[src/rtl/pacman_gfx_pkg.sv]
// rtl/pacman_gfx_pkg.sv - state encoding and default geometry for the tile-sprite renderer
package pacman_gfx_pkg;

  typedef enum logic [2:0] {
    IDLE  = 3'd0,
    ERASE = 3'd1,
    LOAD  = 3'd2,
    DRAW  = 3'd3,
    DONE  = 3'd4
  } blit_state_t;

  localparam int DEF_SPR_W     = 5;
  localparam int DEF_SPR_H     = 5;
  localparam int DEF_X_W       = 8;
  localparam int DEF_Y_W       = 7;
  localparam int DEF_TX_W      = 5;
  localparam int DEF_TY_W      = 4;
  localparam int DEF_COL_W     = 3;
  localparam int DEF_BG_COLOUR = 0;

  // Counter width that stays legal for a 1-pixel dimension.
  function automatic int cnt_width(input int n);
    return (n > 1) ? $clog2(n) : 1;
  endfunction

endpackage

[src/rtl/sprite_pixel_counter.sv]
// rtl/sprite_pixel_counter.sv - row-major (col,row) scan over an SPR_W x SPR_H sprite
module sprite_pixel_counter
  import pacman_gfx_pkg::*;
#(
  parameter int SPR_W = DEF_SPR_W,
  parameter int SPR_H = DEF_SPR_H,
  localparam int CW = cnt_width(SPR_W),
  localparam int RW = cnt_width(SPR_H)
) (
  input  logic          clock,
  input  logic          reset_n,
  input  logic          clear,
  input  logic          enable,
  output logic [CW-1:0] col,
  output logic [RW-1:0] row,
  output logic          last
);

  logic [CW-1:0] col_q, col_d;
  logic [RW-1:0] row_q, row_d;
  logic          col_end;

  assign col_end = (col_q == CW'(SPR_W - 1));
  assign last    = col_end && (row_q == RW'(SPR_H - 1));
  assign col     = col_q;
  assign row     = row_q;

  always_comb begin
    col_d = col_q;
    row_d = row_q;
    // Wrapping on last leaves the counter at (0,0) for whichever state follows.
    if (clear || (enable && last)) begin
      col_d = '0;
      row_d = '0;
    end else if (enable) begin
      if (col_end) begin
        col_d = '0;
        row_d = row_q + RW'(1);
      end else begin
        col_d = col_q + CW'(1);
      end
    end
  end

  always_ff @(posedge clock or negedge reset_n) begin
    if (!reset_n) begin
      col_q <= '0;
      row_q <= '0;
    end else begin
      col_q <= col_d;
      row_q <= row_d;
    end
  end

endmodule

[src/rtl/sprite_blitter.sv]
// rtl/sprite_blitter.sv - erase/load/draw tile sprite renderer; SPRITE_TRANSPARENT_EN skips 0-bit pixels in DRAW
module sprite_blitter
  import pacman_gfx_pkg::*;
#(
  parameter int SPR_W     = DEF_SPR_W,
  parameter int SPR_H     = DEF_SPR_H,
  parameter int X_W       = DEF_X_W,
  parameter int Y_W       = DEF_Y_W,
  parameter int TX_W      = DEF_TX_W,
  parameter int TY_W      = DEF_TY_W,
  parameter int COL_W     = DEF_COL_W,
  parameter int BG_COLOUR = DEF_BG_COLOUR
) (
  input  logic                   clock,
  input  logic                   reset_n,
  input  logic                   start,
  input  logic [TX_W-1:0]        tile_x,
  input  logic [TY_W-1:0]        tile_y,
  input  logic [SPR_W*SPR_H-1:0] shape,
  input  logic [COL_W-1:0]       colour,
  output logic                   busy,
  output logic                   done,
  output logic                   plot,
  output logic [X_W-1:0]         x_out,
  output logic [Y_W-1:0]         y_out,
  output logic [COL_W-1:0]       col_out
);

  localparam int N  = SPR_W * SPR_H;
  localparam int CW = cnt_width(SPR_W);
  localparam int RW = cnt_width(SPR_H);
  localparam int IW = cnt_width(N);

  blit_state_t      state_q, state_d;
  logic [X_W-1:0]   base_x_q;
  logic [Y_W-1:0]   base_y_q;
  logic [N-1:0]     shape_q;
  logic [COL_W-1:0] colour_q;
  logic             old_valid_q;
  logic             busy_q, done_q, plot_q;
  logic [X_W-1:0]   x_q;
  logic [Y_W-1:0]   y_q;
  logic [COL_W-1:0] col_q;

  logic [CW-1:0]    pix_col;
  logic [RW-1:0]    pix_row;
  logic             pix_last, cnt_en;
  logic [IW-1:0]    bit_idx;
  logic             pix_bit;
  logic [X_W-1:0]   base_x_d, pix_x;
  logic [Y_W-1:0]   base_y_d, pix_y;
  logic [COL_W-1:0] draw_col;

  assign cnt_en = (state_q == ERASE) || (state_q == DRAW);

  sprite_pixel_counter #(
    .SPR_W (SPR_W),
    .SPR_H (SPR_H)
  ) u_counter (
    .clock   (clock),
    .reset_n (reset_n),
    .clear   (!cnt_en),
    .enable  (cnt_en),
    .col     (pix_col),
    .row     (pix_row),
    .last    (pix_last)
  );

  // Base products are truncated to screen width on purpose: sprites wrap, never clip.
  assign base_x_d = X_W'(32'(tile_x) * SPR_W);
  assign base_y_d = Y_W'(32'(tile_y) * SPR_H);

  assign pix_x    = base_x_q + X_W'(pix_col);
  assign pix_y    = base_y_q + Y_W'(pix_row);
  assign bit_idx  = IW'(N - 1 - (int'(pix_row) * SPR_W + int'(pix_col)));
  assign pix_bit  = shape_q[bit_idx];
  assign draw_col = pix_bit ? colour_q : COL_W'(BG_COLOUR);

  always_comb begin
    state_d = state_q;
    case (state_q)
      IDLE:    if (start) state_d = old_valid_q ? ERASE : LOAD;
      ERASE:   if (pix_last) state_d = LOAD;
      LOAD:    state_d = DRAW;
      DRAW:    if (pix_last) state_d = DONE;
      DONE:    state_d = IDLE;
      default: state_d = IDLE;
    endcase
  end

  always_ff @(posedge clock or negedge reset_n) begin
    if (!reset_n) begin
      state_q     <= IDLE;
      base_x_q    <= '0;
      base_y_q    <= '0;
      shape_q     <= '0;
      colour_q    <= '0;
      old_valid_q <= 1'b0;
      busy_q      <= 1'b0;
      done_q      <= 1'b0;
      plot_q      <= 1'b0;
      x_q         <= '0;
      y_q         <= '0;
      col_q       <= '0;
    end else begin
      state_q <= state_d;
      busy_q  <= (state_d != IDLE);
      done_q  <= (state_q == DONE);

      if (state_q == LOAD) begin
        base_x_q    <= base_x_d;
        base_y_q    <= base_y_d;
        shape_q     <= shape;
        colour_q    <= colour;
        old_valid_q <= 1'b1;
      end

      plot_q <= 1'b0;
      x_q    <= '0;
      y_q    <= '0;
      col_q  <= '0;
      if (state_q == ERASE) begin
        plot_q <= 1'b1;
        x_q    <= pix_x;
        y_q    <= pix_y;
        col_q  <= COL_W'(BG_COLOUR);
      end else if (state_q == DRAW) begin
        x_q   <= pix_x;
        y_q   <= pix_y;
        col_q <= draw_col;
`ifdef SPRITE_TRANSPARENT_EN
        plot_q <= pix_bit;
`else
        plot_q <= 1'b1;
`endif
      end
    end
  end

  assign busy    = busy_q;
  assign done    = done_q;
  assign plot    = plot_q;
  assign x_out   = x_q;
  assign y_out   = y_q;
  assign col_out = col_q;

endmodule

[config.mk]
export PLATFORM = sky130hd
export DESIGN_NAME = sprite_blitter
export DESIGN_NICKNAME = d
export VERILOG_FILES = /design/src/rtl/pacman_gfx_pkg.sv /design/src/rtl/sprite_pixel_counter.sv /design/src/rtl/sprite_blitter.sv
export SDC_FILE = /design/constraint.sdc
export NUM_CORES = 1
export LEC_CHECK = 0
export CORE_AREA = 2 2 84 86
export DETAILED_ROUTE_END_ITERATION = 12
export DIE_AREA = 0 0 86 88
export GPL_TIMING_DRIVEN = 0
export PLACE_DENSITY = 0.95
export SLEW_MARGIN = 20
export SYNTH_ARGS = -nofsm -noshare
export SYNTH_HDL_FRONTEND = slang
export SYNTH_SLANG_ARGS = --single-unit
[constraint.sdc]
create_clock -name clock -period 7.1 [get_ports clock]
set_clock_uncertainty 0.05 [all_clocks]
set_input_delay 1.42 -clock clock [delete_from_list [all_inputs] [get_ports clock]]
set_output_delay 1.42 -clock clock [all_outputs]
set_load 0.005 [all_outputs]
==> metrics.md, run 1 <==
| Metric | Value |
|---|---|
| Nets | `520` |
| DRT antenna net count | `0` |
| Final HPWL DP | `6.09 mm` |
| Synthesized cell area | `0.00374 mm^2` |
| Tcrit/Tclk final | `45.4%` |
| Register area | `0.00185 mm^2` |
| GRT Max-Usage Layer | `met2` |
| CP max FO | `7` |
| Post-synth top area share | `49.5%` |
| Hold Vio Cnt, Final | `0` |
| Root Buffer | `clkbuf_8` |
| CP arrival | `3.43 ns` |
| Total CTS buffers | `9` |
| Setup TNS | `0 ns` |
| P&R area growth vs syn | `24.7%` |
| Setup-failing EPs final | `0` |
| GR Layer Usage met2 | `40.5%` |
| Required time of the worst setup path | `7.31 ns` |
| Worst-Margin Slew | `0.485 ns` |
| Multi-input gate area | `0.00172 mm^2` |
| Leakage | `2.22 nW` |
| Number of flops mapped to enable cells by yosys | `0` |
| Synthesized netlist cell count | `376` |
| Top-count cell post-synth | `nand2_1` |
| Die ar. | `0.00757 mm^2` |
| Via density per instance | `5.60` |
| Syn Nets | `448` |
| Syn_area_per_cell | `9.95 um^2` |
| Slew Limit Fails | `0` |
| Setup CP Type | `reg -> reg` |
| Synthesis warning total | `0` |
| Total GRT Usage | `24.0%` |
| Clock Pin Slew Worst Setup and Hold Paths | `0.07 ns` |
| Vias in the first global route | `2,972` |
| Met1 usage | `30.6%` |
| Total gr overflow | `0` |
| CTS tree | `yes` |
| Critical Path Source Type | `register` |
| Initial drt markers | `156` |
| Routability cong. | `0.877` |
| Aggregate routed wire length | `8.39 mm` |
| Die Wd | `86 um` |
| Async S/R FF share, synth | `100%` |
| P per Cell Area | `479 mW/mm^2` |
| First-pass GRT wire length | `14.0 mm` |
| Remaining routing DRC violations | `0` |
| Critical path endpoint category | `register` |
| Share of cells above drive strength 1 | `7.51%` |
| PortBufs | `60` |
| # fillers | `450` |
| Pre-antenna DRT Iters | `5` |
| Clock buffer depth | `2` |
| Status | `completed` |
| Initial antenna violation count | `0` |
| Relative slew slack | `67.7%` |
| Setup bufs post-CTS | `0` |
| RSZ-0062 raised after global routing | `no` |
| IO Count | `61` |
| Flop2flop setup slack | `3.88 ns` |
| Unique masters post-synth | `45` |
| FMAX | `0.311 GHz` |
| Overall die height | `88 um` |
| Synth top area cells | `dfrtp_1, nand2_1, ha_1` |
| Via count | `2,983` |
| Min Clock Period, post-route | `3.22 ns` |
| Reported max-cap violation count | `0` |
| Post-route cell area | `0.00466 mm^2` |
| Drt wl/cell | `15.7 um` |
| H-tree depth | `3` |
| Row count | `30` |
| Met3 usage | `4.81%` |
| Core region area | `0.00664 mm^2` |
| Antenna diodes | `0` |
| Initial Util | `56.3%` |
| # hold bufs at CTS | `0` |
| Sequential share of the synthesized area | `49.5%` |
| Hold Path Class | `reg -> reg` |
| Most instantiated cells after synthesis | `nand2_1, dfrtp_1, ha_1` |
| Dpl cell area | `0.00447 mm^2` |
| Clk_lat worst skew | `0.35 ns` |
| Sink Count | `74` |
| Max VDD drop | `0.287 mV` |
| Post-CTS Resized | `0` |
| Top_reg_cell synth | `dfrtp_1` |
| Leading area contributor after synthesis | `dfrtp_1` |
| Synthesized flop and latch total | `74` |
| Largest net degree at the start of global routing | `58` |
==> worst paths after layout <==
check / from / end / cells after the start
hold reg to reg: shape_q[0] / shape_q[0] / 2
setup reg to reg: u_counter.col[2] / col_out[0] / 10
min in group asynchronous: reset_n / y_out[5] / 1
setup / recovery: u_counter.col[2] / col_out[0] / 10
max in group asynchronous: reset_n / u_counter.row[1] / 2
hold / removal: shape_q[0] / shape_q[0] / 2
==> metal layers <==
layer  up-vias  share of wire, %
met2       127                50
met1      1450                42
met5         -                 0
li1       1387                 -
met4         0               1.7
met3        19               6.3
==> sequential cells by signal, indices dropped and copies added (netlist names) <==
| signal | cells |
|---|---|
| x_out | 8 |
| base_y_q | 7 |
| shape_q | 25 |
| u_counter.col | 3 |
| base_x_q | 8 |
| busy | 1 |
| y_out | 7 |
| plot | 1 |
| old_valid_q | 1 |
| col_out | 3 |
| state_q | 3 |
| colour_q | 3 |
| done | 1 |
| u_counter.row | 3 |
==> through the flow <==
| stage | hold WS [ns] | cells | utilization (%) | worst slack, ns | power (mW) |
|---|---|---|---|---|---|
| 6_report | 0.431 | 533 | 70.2 | 3.88 | 2.24 |
| 5_1_grt | 0.447 | 533 | 70.2 | 3.73 | 2.40 |
| 4_1_cts | 0.430 | 533 | 70.2 | 3.90 | 2.23 |
| 3_5_place_dp | 0.412 | 517 | 67.2 | 3.67 | 1.89 |
| 3_3_place_gp | 0.403 | 516 | 66.9 | 2.23 | 1.80 |
| 2_1_floorplan | 0.388 | 376 | - | 4.27 | 1.52 |
==> cell families (layout without fill, tap and decap cells) <==
family / Yosys count / after routing / share of synthesized area, %
flip-flops: 74 / 74 / 49.5
buffers and inverters: 37 / 114 / 4.45
multiplexers: 11 / 11 / 3.68
AND/OR/NAND/NOR: 170 / 170 / 19.8
AO/OA/AOI/OAI: 42 / 42 / 7.86
adder cells (fa/ha/maj): 32 / 32 / 11.9
XOR/XNOR: 10 / 10 / 2.78
==> critical path, stage by stage (launching register included) <==
cell      delay [ns]
dfrtp_1         0.48
ha_1            0.32
inv_1           0.05
fa_1            0.51
ha_1            0.15
inv_1           0.05
fa_1            0.45
nor4bb_1        0.43
o311a_2         0.27
o211ai_2        0.11
a41oi_1         0.26
==> layout make-up <==
cell class | instances | area share [%]
flip-flops and latches | 74 | 39.7
multi-input cells | 265 | 36.9
repair buffers | 61 | 13.4
clock buffers | 14 | 3.49
well taps | 80 | 2.15
plain buffers | 16 | 1.88
inverters | 21 | 1.69
clock inverters | 2 | 0.751
==> report_power, final <==
part	switching, mW	internal [mW]
registers	0.134	0.623
logic	0.593	0.555
clock network	0.148	0.182
==> cells in the final DEF, fill, tap and decap left out, types with 8 or more instances in the layout <==
cell type	count
a21oi_1	13
clkdlybuf4s50_1	59
ha_1	26
nand2_1	111
nor2_1	21
o21ai_0	11
clkbuf_8	12
clkbuf_1	8
dfrtp_1	74
inv_1	21
No activity file was read; power rests on OpenSTA's default activity.
==> run 2: changes to the inputs <==
CORE_AREA = 2 2 88 90   (was 2 2 84 86)
DIE_AREA = 0 0 90 92   (was 0 0 86 88)
PLACE_DENSITY = 0.88   (was 0.95)
clock period = 3.1 ns   (was 7.1 ns; I/O delays follow)
==> run 2 against run 1 <==
Wire length shrank 2.5%; power grew 150%; clock power grew to 2.7 times the previous value; sequential power grew 130%; cell count grew 4.9%; via count shrank 4.0%; critical path type unchanged; largest cell class unchanged; largest power group unchanged; highest routed layer unchanged.
==> metrics.md, run 2 (synthesis gave the netlist of run 1 again) <==
| Metric | Value |
|---|---|
| Status | `completed (unchanged)` |
| Commonest cells after routing, fill and taps aside | `nand2_1, dfrtp_1, clkdlybuf4s50_1 (unchanged)` |
| Max FFs per register | `25 (unchanged)` |
| Sw power | `2.12 mW (was 0.876 mW)` |
| Tcrit/Tclk final | `98.4% (was 45.4%)` |
| Pre-antenna DRT Iters | `4 (was 5)` |
| Combinational share of power | `52.9% (was 51.3%)` |
| Post-route cell area | `0.00483 mm^2 (was 0.00466 mm^2)` |
| Overall die height | `92 um (was 88 um)` |
| Via density per instance | `5.13 (was 5.60)` |
| Initial drt markers | `171 (was 156)` |
| Sw Ratio | `38.5% (was 39.2%)` |
| CP arrival | `3.27 ns (was 3.43 ns)` |
| Sink Count | `74 (unchanged)` |
| Drt wl/cell | `14.6 um (was 15.7 um)` |
| Total CTS buffers | `9 (unchanged)` |
| Aggregate routed wire length | `8.18 mm (was 8.39 mm)` |
| IO Count | `61 (unchanged)` |
| Clock Power Share | `16.1% (was 14.8%)` |
| Required time of the worst setup path | `3.32 ns (was 7.31 ns)` |
| Vias in the first global route | `3,003 (was 2,972)` |
| Multi-input gate area | `0.00180 mm^2 (was 0.00172 mm^2)` |
| Die ar. | `0.00828 mm^2 (was 0.00757 mm^2)` |
| Initial Util | `50.2% (was 56.3%)` |
| Reported max-cap violation count | `0 (unchanged)` |
| Sequential Power Share | `31.1% (was 33.9%)` |
| Hold Path Class | `in -> async (was reg -> reg)` |
| Core region area | `0.00745 mm^2 (was 0.00664 mm^2)` |
| Min Clock Period, post-route | `3.05 ns (was 3.22 ns)` |
| Setup CP Type | `reg -> reg (unchanged)` |
| Row count | `32 (was 30)` |
| DRT antenna net count | `0 (unchanged)` |
| Via count | `2,865 (was 2,983)` |
| Initial antenna violation count | `0 (unchanged)` |
| Slew Limit Fails | `0 (unchanged)` |
| Final HPWL DP | `5.57 mm (was 6.09 mm)` |
| RSZ-0062 raised after global routing | `yes (was no)` |
| Power consumption | `5.50 mW (was 2.24 mW)` |
| Relative slew slack | `63.2% (was 67.7%)` |
| Worst-Margin Slew | `0.552 ns (was 0.485 ns)` |
| P&R area growth vs syn | `29.0% (was 24.7%)` |
| Critical path endpoint category | `register (unchanged)` |
| Critical Path Source Type | `register (unchanged)` |
| Int Power | `3.38 mW (was 1.36 mW)` |
| Nets | `524 (was 520)` |
| H-tree depth | `3 (unchanged)` |
| Most common cell after layout, fill and taps aside | `nand2_1 (unchanged)` |
| Top reg by flops | `shape_q (unchanged)` |
| Antenna diodes | `0 (unchanged)` |
| P per Cell Area | `1140 mW/mm^2 (was 479 mW/mm^2)` |
| Largest net degree at the start of global routing | `41 (was 58)` |
| Clock Pin Slew Worst Setup and Hold Paths | `0.07 ns (about the same)` |
| FMAX | `0.328 GHz (was 0.311 GHz)` |
| Total gr overflow | `0 (unchanged)` |
| Clk_lat worst skew | `0.35 ns (about the same)` |
| Hold Vio Cnt, Final | `0 (unchanged)` |
| # hold bufs at CTS | `0 (unchanged)` |
| Max VDD drop | `0.532 mV (was 0.287 mV)` |
| Remaining routing DRC violations | `0 (unchanged)` |
| CP max FO | `5 (was 7)` |
| Setup-failing EPs final | `0 (unchanged)` |
| Clock buffer depth | `2 (unchanged)` |
| Dpl cell area | `0.00449 mm^2 (was 0.00447 mm^2)` |
| Leakage | `2.26 nW (was 2.22 nW)` |
| Register area | `0.00186 mm^2 (was 0.00185 mm^2)` |
| PortBufs | `60 (unchanged)` |
| Share of cells above drive strength 1 | `11.6% (was 7.51%)` |
| Routability cong. | `0.767 (was 0.877)` |
| Total GRT Usage | `20.0% (was 24.0%)` |
| Root Buffer | `clkbuf_8 (unchanged)` |
| CTS tree | `yes (unchanged)` |
| First-pass GRT wire length | `13.1 mm (was 14.0 mm)` |
| # fillers | `605 (was 450)` |
| Die Wd | `90 um (was 86 um)` |
-- run 2: cell count changes in the layout (fill, tap and decap cells not counted), moves of 3 or more --
cell,previous run,this run
buf_4,4,8
a41oi_1,3,0
a41oi_2,0,3
dfrtp_1,74,71
dfrtp_2,0,3
inv_1,21,18
inv_2,0,3
-- run 2: per-layer routing --
metal | GRT usage [%] | part of all wire [%]
met4 | 10.6 | 2.4
met5 | 0 | 0
met3 | 2.79 | 5.5
met2 | 37.2 | 53
met1 | 22.1 | 39
-- run 2: through the flow --
stage | setup slack, ns | utilization [%] | hold WS [ns] | std cells | setup TNS [ns]
after floorplan | 0.266 | - | 0.274 | 376 | 0
after CTS | 0.00981 | 63.7 | 0.164 | 556 | 0
after global routing | -0.0369 | 64.8 | 0.198 | 559 | -0.0679
after detailed placement | -0.0751 | 60.2 | 0.408 | 539 | -0.202
final | 0.0511 | 64.8 | 0.156 | 559 | 0
after global placement | -0.973 | 60.0 | 0.404 | 538 | -71.80
-- run 2: cell type report --
| cell class | instances | share of cell area, % |
|---|---|---|
| Sequential cell | 74 | 38.4 |
| Multi-Input combinational cell | 265 | 37.2 |
| Timing Repair Buffer | 65 | 13.4 |
| Clock buffer | 10 | 2.64 |
| Tap cell | 102 | 2.64 |
| Clock inverter | 6 | 2.18 |
| Buffer | 16 | 1.81 |
| Inverter | 21 | 1.63 |
-- run 2: what timing repair did --
item,in CTS,in global routing
buffers inserted,1,3
gates cloned,0,0
endpoints found under the setup margin,3,3
resized for setup,3,13
endpoints found under the hold margin,0,0
pin swaps,0,9
-- run 2: power groups by stage --
stage / clock network [mW] / registers (mW) / logic, mW
after global placement: 0 / 1.69 / 2.42
after CTS: 0.890 / 1.70 / 2.63
after global routing: 0.927 / 1.76 / 3.20
after floorplan: 0 / 1.66 / 1.83
after detailed placement: 0 / 1.72 / 2.51
final: 0.883 / 1.71 / 2.91
-- run 2: worst paths after layout --
kind | startpoint | end | slack [ns] | cells after the start
min reg2reg | shape_q[9] | shape_q[9] | 0.43 | 2
min in group clock | shape_q[9] | shape_q[9] | 0.43 | 2
max reg2reg | u_counter.row[0] | col_out[0] | 0.05 | 10
max | u_counter.row[0] | col_out[0] | 0.05 | 10
min | reset_n | shape_q[7] | 0.16 | 1
max in group asynchronous | reset_n | u_counter.row[0] | 2.28 | 2
-- run 2: critical path, stage by stage (launching register included) --
cell and delay [ns]:
dfrtp_2 0.46, ha_4 0.28, inv_2 0.03, fa_1 0.51, ha_2 0.18, inv_2 0.04, fa_2 0.48, nor4bb_4 0.38
o311a_4 0.27, o211ai_4 0.08, a41oi_2 0.21
==> run 3: changes to the inputs <==
PLACE_DENSITY = 0.74   (was 0.88)
==> run 3 against run 2 <==
Register-to-register slack improved by 0.03 ns; hold slack got worse by 0.078 ns; sequential power barely moved; die area did not move; count of clock-buffer cells in the layout rose by 2.
==> metrics.md, run 3 (synthesis gave the netlist of run 1 again) <==
| Metric | Value |
|---|---|
| First-pass GRT wire length | `12.6 mm (was 13.1 mm)` |
| FMAX | `0.331 GHz (was 0.328 GHz)` |
| Aggregate routed wire length | `7.55 mm (was 8.18 mm)` |
| RSZ-0062 raised after global routing | `no (was yes)` |
| Dpl cell area | `0.00449 mm^2 (about the same)` |
| Initial drt markers | `69 (was 171)` |
| Critical path endpoint category | `register (unchanged)` |
| Reg2reg path depth | `10 (unchanged)` |
| # fillers | `652 (was 605)` |
| Nets | `525 (was 524)` |
| Share of cells above drive strength 1 | `11.2% (was 11.6%)` |
| Initial Util | `50.2% (unchanged)` |
| Total gr overflow | `0 (unchanged)` |
| Total CTS buffers | `9 (unchanged)` |
| Most common cell after layout, fill and taps aside | `nand2_1 (unchanged)` |
| Final Hold Slack | `0.0783 ns (was 0.156 ns)` |
| Setup CP Type | `reg -> reg (unchanged)` |
| Via density per instance | `5.11 (was 5.13)` |
| Min Clock Period, post-route | `3.02 ns (was 3.05 ns)` |
| Status | `completed (unchanged)` |
| DRT antenna net count | `0 (unchanged)` |
| Max FFs per register | `25 (unchanged)` |
| Hold Path Class | `in -> async (unchanged)` |
| IO Count | `61 (unchanged)` |
| Largest net degree at the start of global routing | `60 (was 41)` |
| Die ar. | `0.00828 mm^2 (unchanged)` |
| Total GRT Usage | `19.2% (was 20.0%)` |
| Relative slew slack | `65.6% (was 63.2%)` |
| Clock Pin Slew Worst Setup and Hold Paths | `0.08 ns (was 0.07 ns)` |
| Root Buffer | `clkbuf_8 (unchanged)` |
| P per Cell Area | `1080 mW/mm^2 (was 1140 mW/mm^2)` |
| Row count | `32 (unchanged)` |
| Clock buffer depth | `2 (unchanged)` |
| Worst-Margin Slew | `0.516 ns (was 0.552 ns)` |
| P&R area growth vs syn | `27.7% (was 29.0%)` |
| Commonest cells after routing, fill and taps aside | `nand2_1, dfrtp_1, clkdlybuf4s50_1 (unchanged)` |
| CP max FO | `5 (unchanged)` |
| Sink Count | `74 (unchanged)` |
| Routability cong. | `0.756 (was 0.767)` |
| Power consumption | `5.15 mW (was 5.50 mW)` |
| Pre-antenna DRT Iters | `4 (unchanged)` |
| Top reg by flops | `shape_q (unchanged)` |
| Die Wd | `90 um (unchanged)` |
| CP arrival | `3.23 ns (was 3.27 ns)` |
| Critical Path Source Type | `register (unchanged)` |
| Via count | `2,859 (was 2,865)` |
| Leakage | `2.24 nW (was 2.26 nW)` |
| H-tree depth | `3 (unchanged)` |
| Max VDD drop | `0.584 mV (was 0.532 mV)` |
| Drt wl/cell | `13.5 um (was 14.6 um)` |
| Vias in the first global route | `2,805 (was 3,003)` |
| Required time of the worst setup path | `3.31 ns (was 3.32 ns)` |
| Setup-failing EPs final | `0 (unchanged)` |
| Post-route cell area | `0.00478 mm^2 (was 0.00483 mm^2)` |
| Clk_lat worst skew | `0.34 ns (was 0.35 ns)` |
| Final HPWL DP | `5.52 mm (was 5.57 mm)` |
| Reported max-cap violation count | `0 (unchanged)` |
| Util after Layout | `64.2% (was 64.8%)` |
| Core region area | `0.00745 mm^2 (unchanged)` |
| CTS tree | `yes (unchanged)` |
| Initial antenna violation count | `0 (unchanged)` |
| Overall die height | `92 um (unchanged)` |
| Remaining routing DRC violations | `0 (unchanged)` |
| Slew Limit Fails | `0 (unchanged)` |
| Tcrit/Tclk final | `97.4% (was 98.4%)` |
| Antenna diodes | `0 (unchanged)` |
| PortBufs | `60 (unchanged)` |
| Hold Vio Cnt, Final | `0 (unchanged)` |
[run 3: cell types whose count changed in the layout (fill, tap and decap cells not counted)]
cell | before | now
buf_12 | 1 | 0
buf_16 | 0 | 1
buf_4 | 8 | 9
bufinv_16 | 3 | 0
clkbuf_8 | 10 | 12
dfrtp_1 | 71 | 72
dfrtp_2 | 3 | 2
inv_1 | 18 | 19
inv_2 | 3 | 2
[run 3: cell type report]
type	count	area [um^2]	share of cell area (%)
plain buffers	16	87.6	1.83
clock buffers	12	155	3.25
clock inverters	3	15.0	0.314
inverters	21	78.8	1.65
multi-input cells	265	1800	37.6
flip-flops and latches	74	1850	38.8
well taps	102	128	2.67
repair buffers	66	663	13.9
[run 3: final timing paths]
check | startpoint | endpoint | slack, ns
max | u_counter.row[0] | col_out[2] | 0.08
min | reset_n | y_out[4] | 0.08
max reg2reg | u_counter.row[0] | col_out[2] | 0.08
min reg2reg | shape_q[13] | shape_q[13] | 0.42
max in group asynchronous | reset_n | colour_q[0] | 2.37
min in group clock | shape_q[13] | shape_q[13] | 0.42
[run 3: layer usage]
metal	wire (um)	GRT usage (%)	up-vias
li1	-	-	1404
met1	3200	23.2	1363
met2	3880	33.8	76
met3	303	3.29	16
met4	166	8.97	0
met5	0	0	-
[run 3: power by group]
part	switching (mW)	internal (mW)	total, mW	leakage [nW]
logic	1.39	1.40	2.78	1.27
registers	0.273	1.43	1.70	0.874
clock network	0.339	0.326	0.665	0.0920
total	2.00	3.16	5.15	2.24
[run 3: worst max-delay path, cell delays in order, from the launching register on]
cell and delay (ns):
dfrtp_2 0.46, ha_4 0.28, inv_2 0.03, fa_1 0.51, ha_2 0.17, inv_2 0.04, fa_2 0.47, nor4bb_4 0.36
o311a_4 0.26, o211ai_4 0.08, a41oi_2 0.21
[run 3: metrics by stage]
stage	std cells	setup slack (ns)	TNS, ns
3_5_place_dp	539	-0.114	-0.300
4_1_cts	554	0.0101	0
3_3_place_gp	538	-1.10	-81.02
5_1_grt	559	0.00679	0
2_1_floorplan	376	0.266	0
6_report	559	0.0799	0
[run 3: timing repair]
action                                  CTS  global route
pin swaps                                 0             4
hold buffers                              0             0
setup buffers                             0             5
endpoints found under the setup margin    3             3
gates resized for setup                   3            11
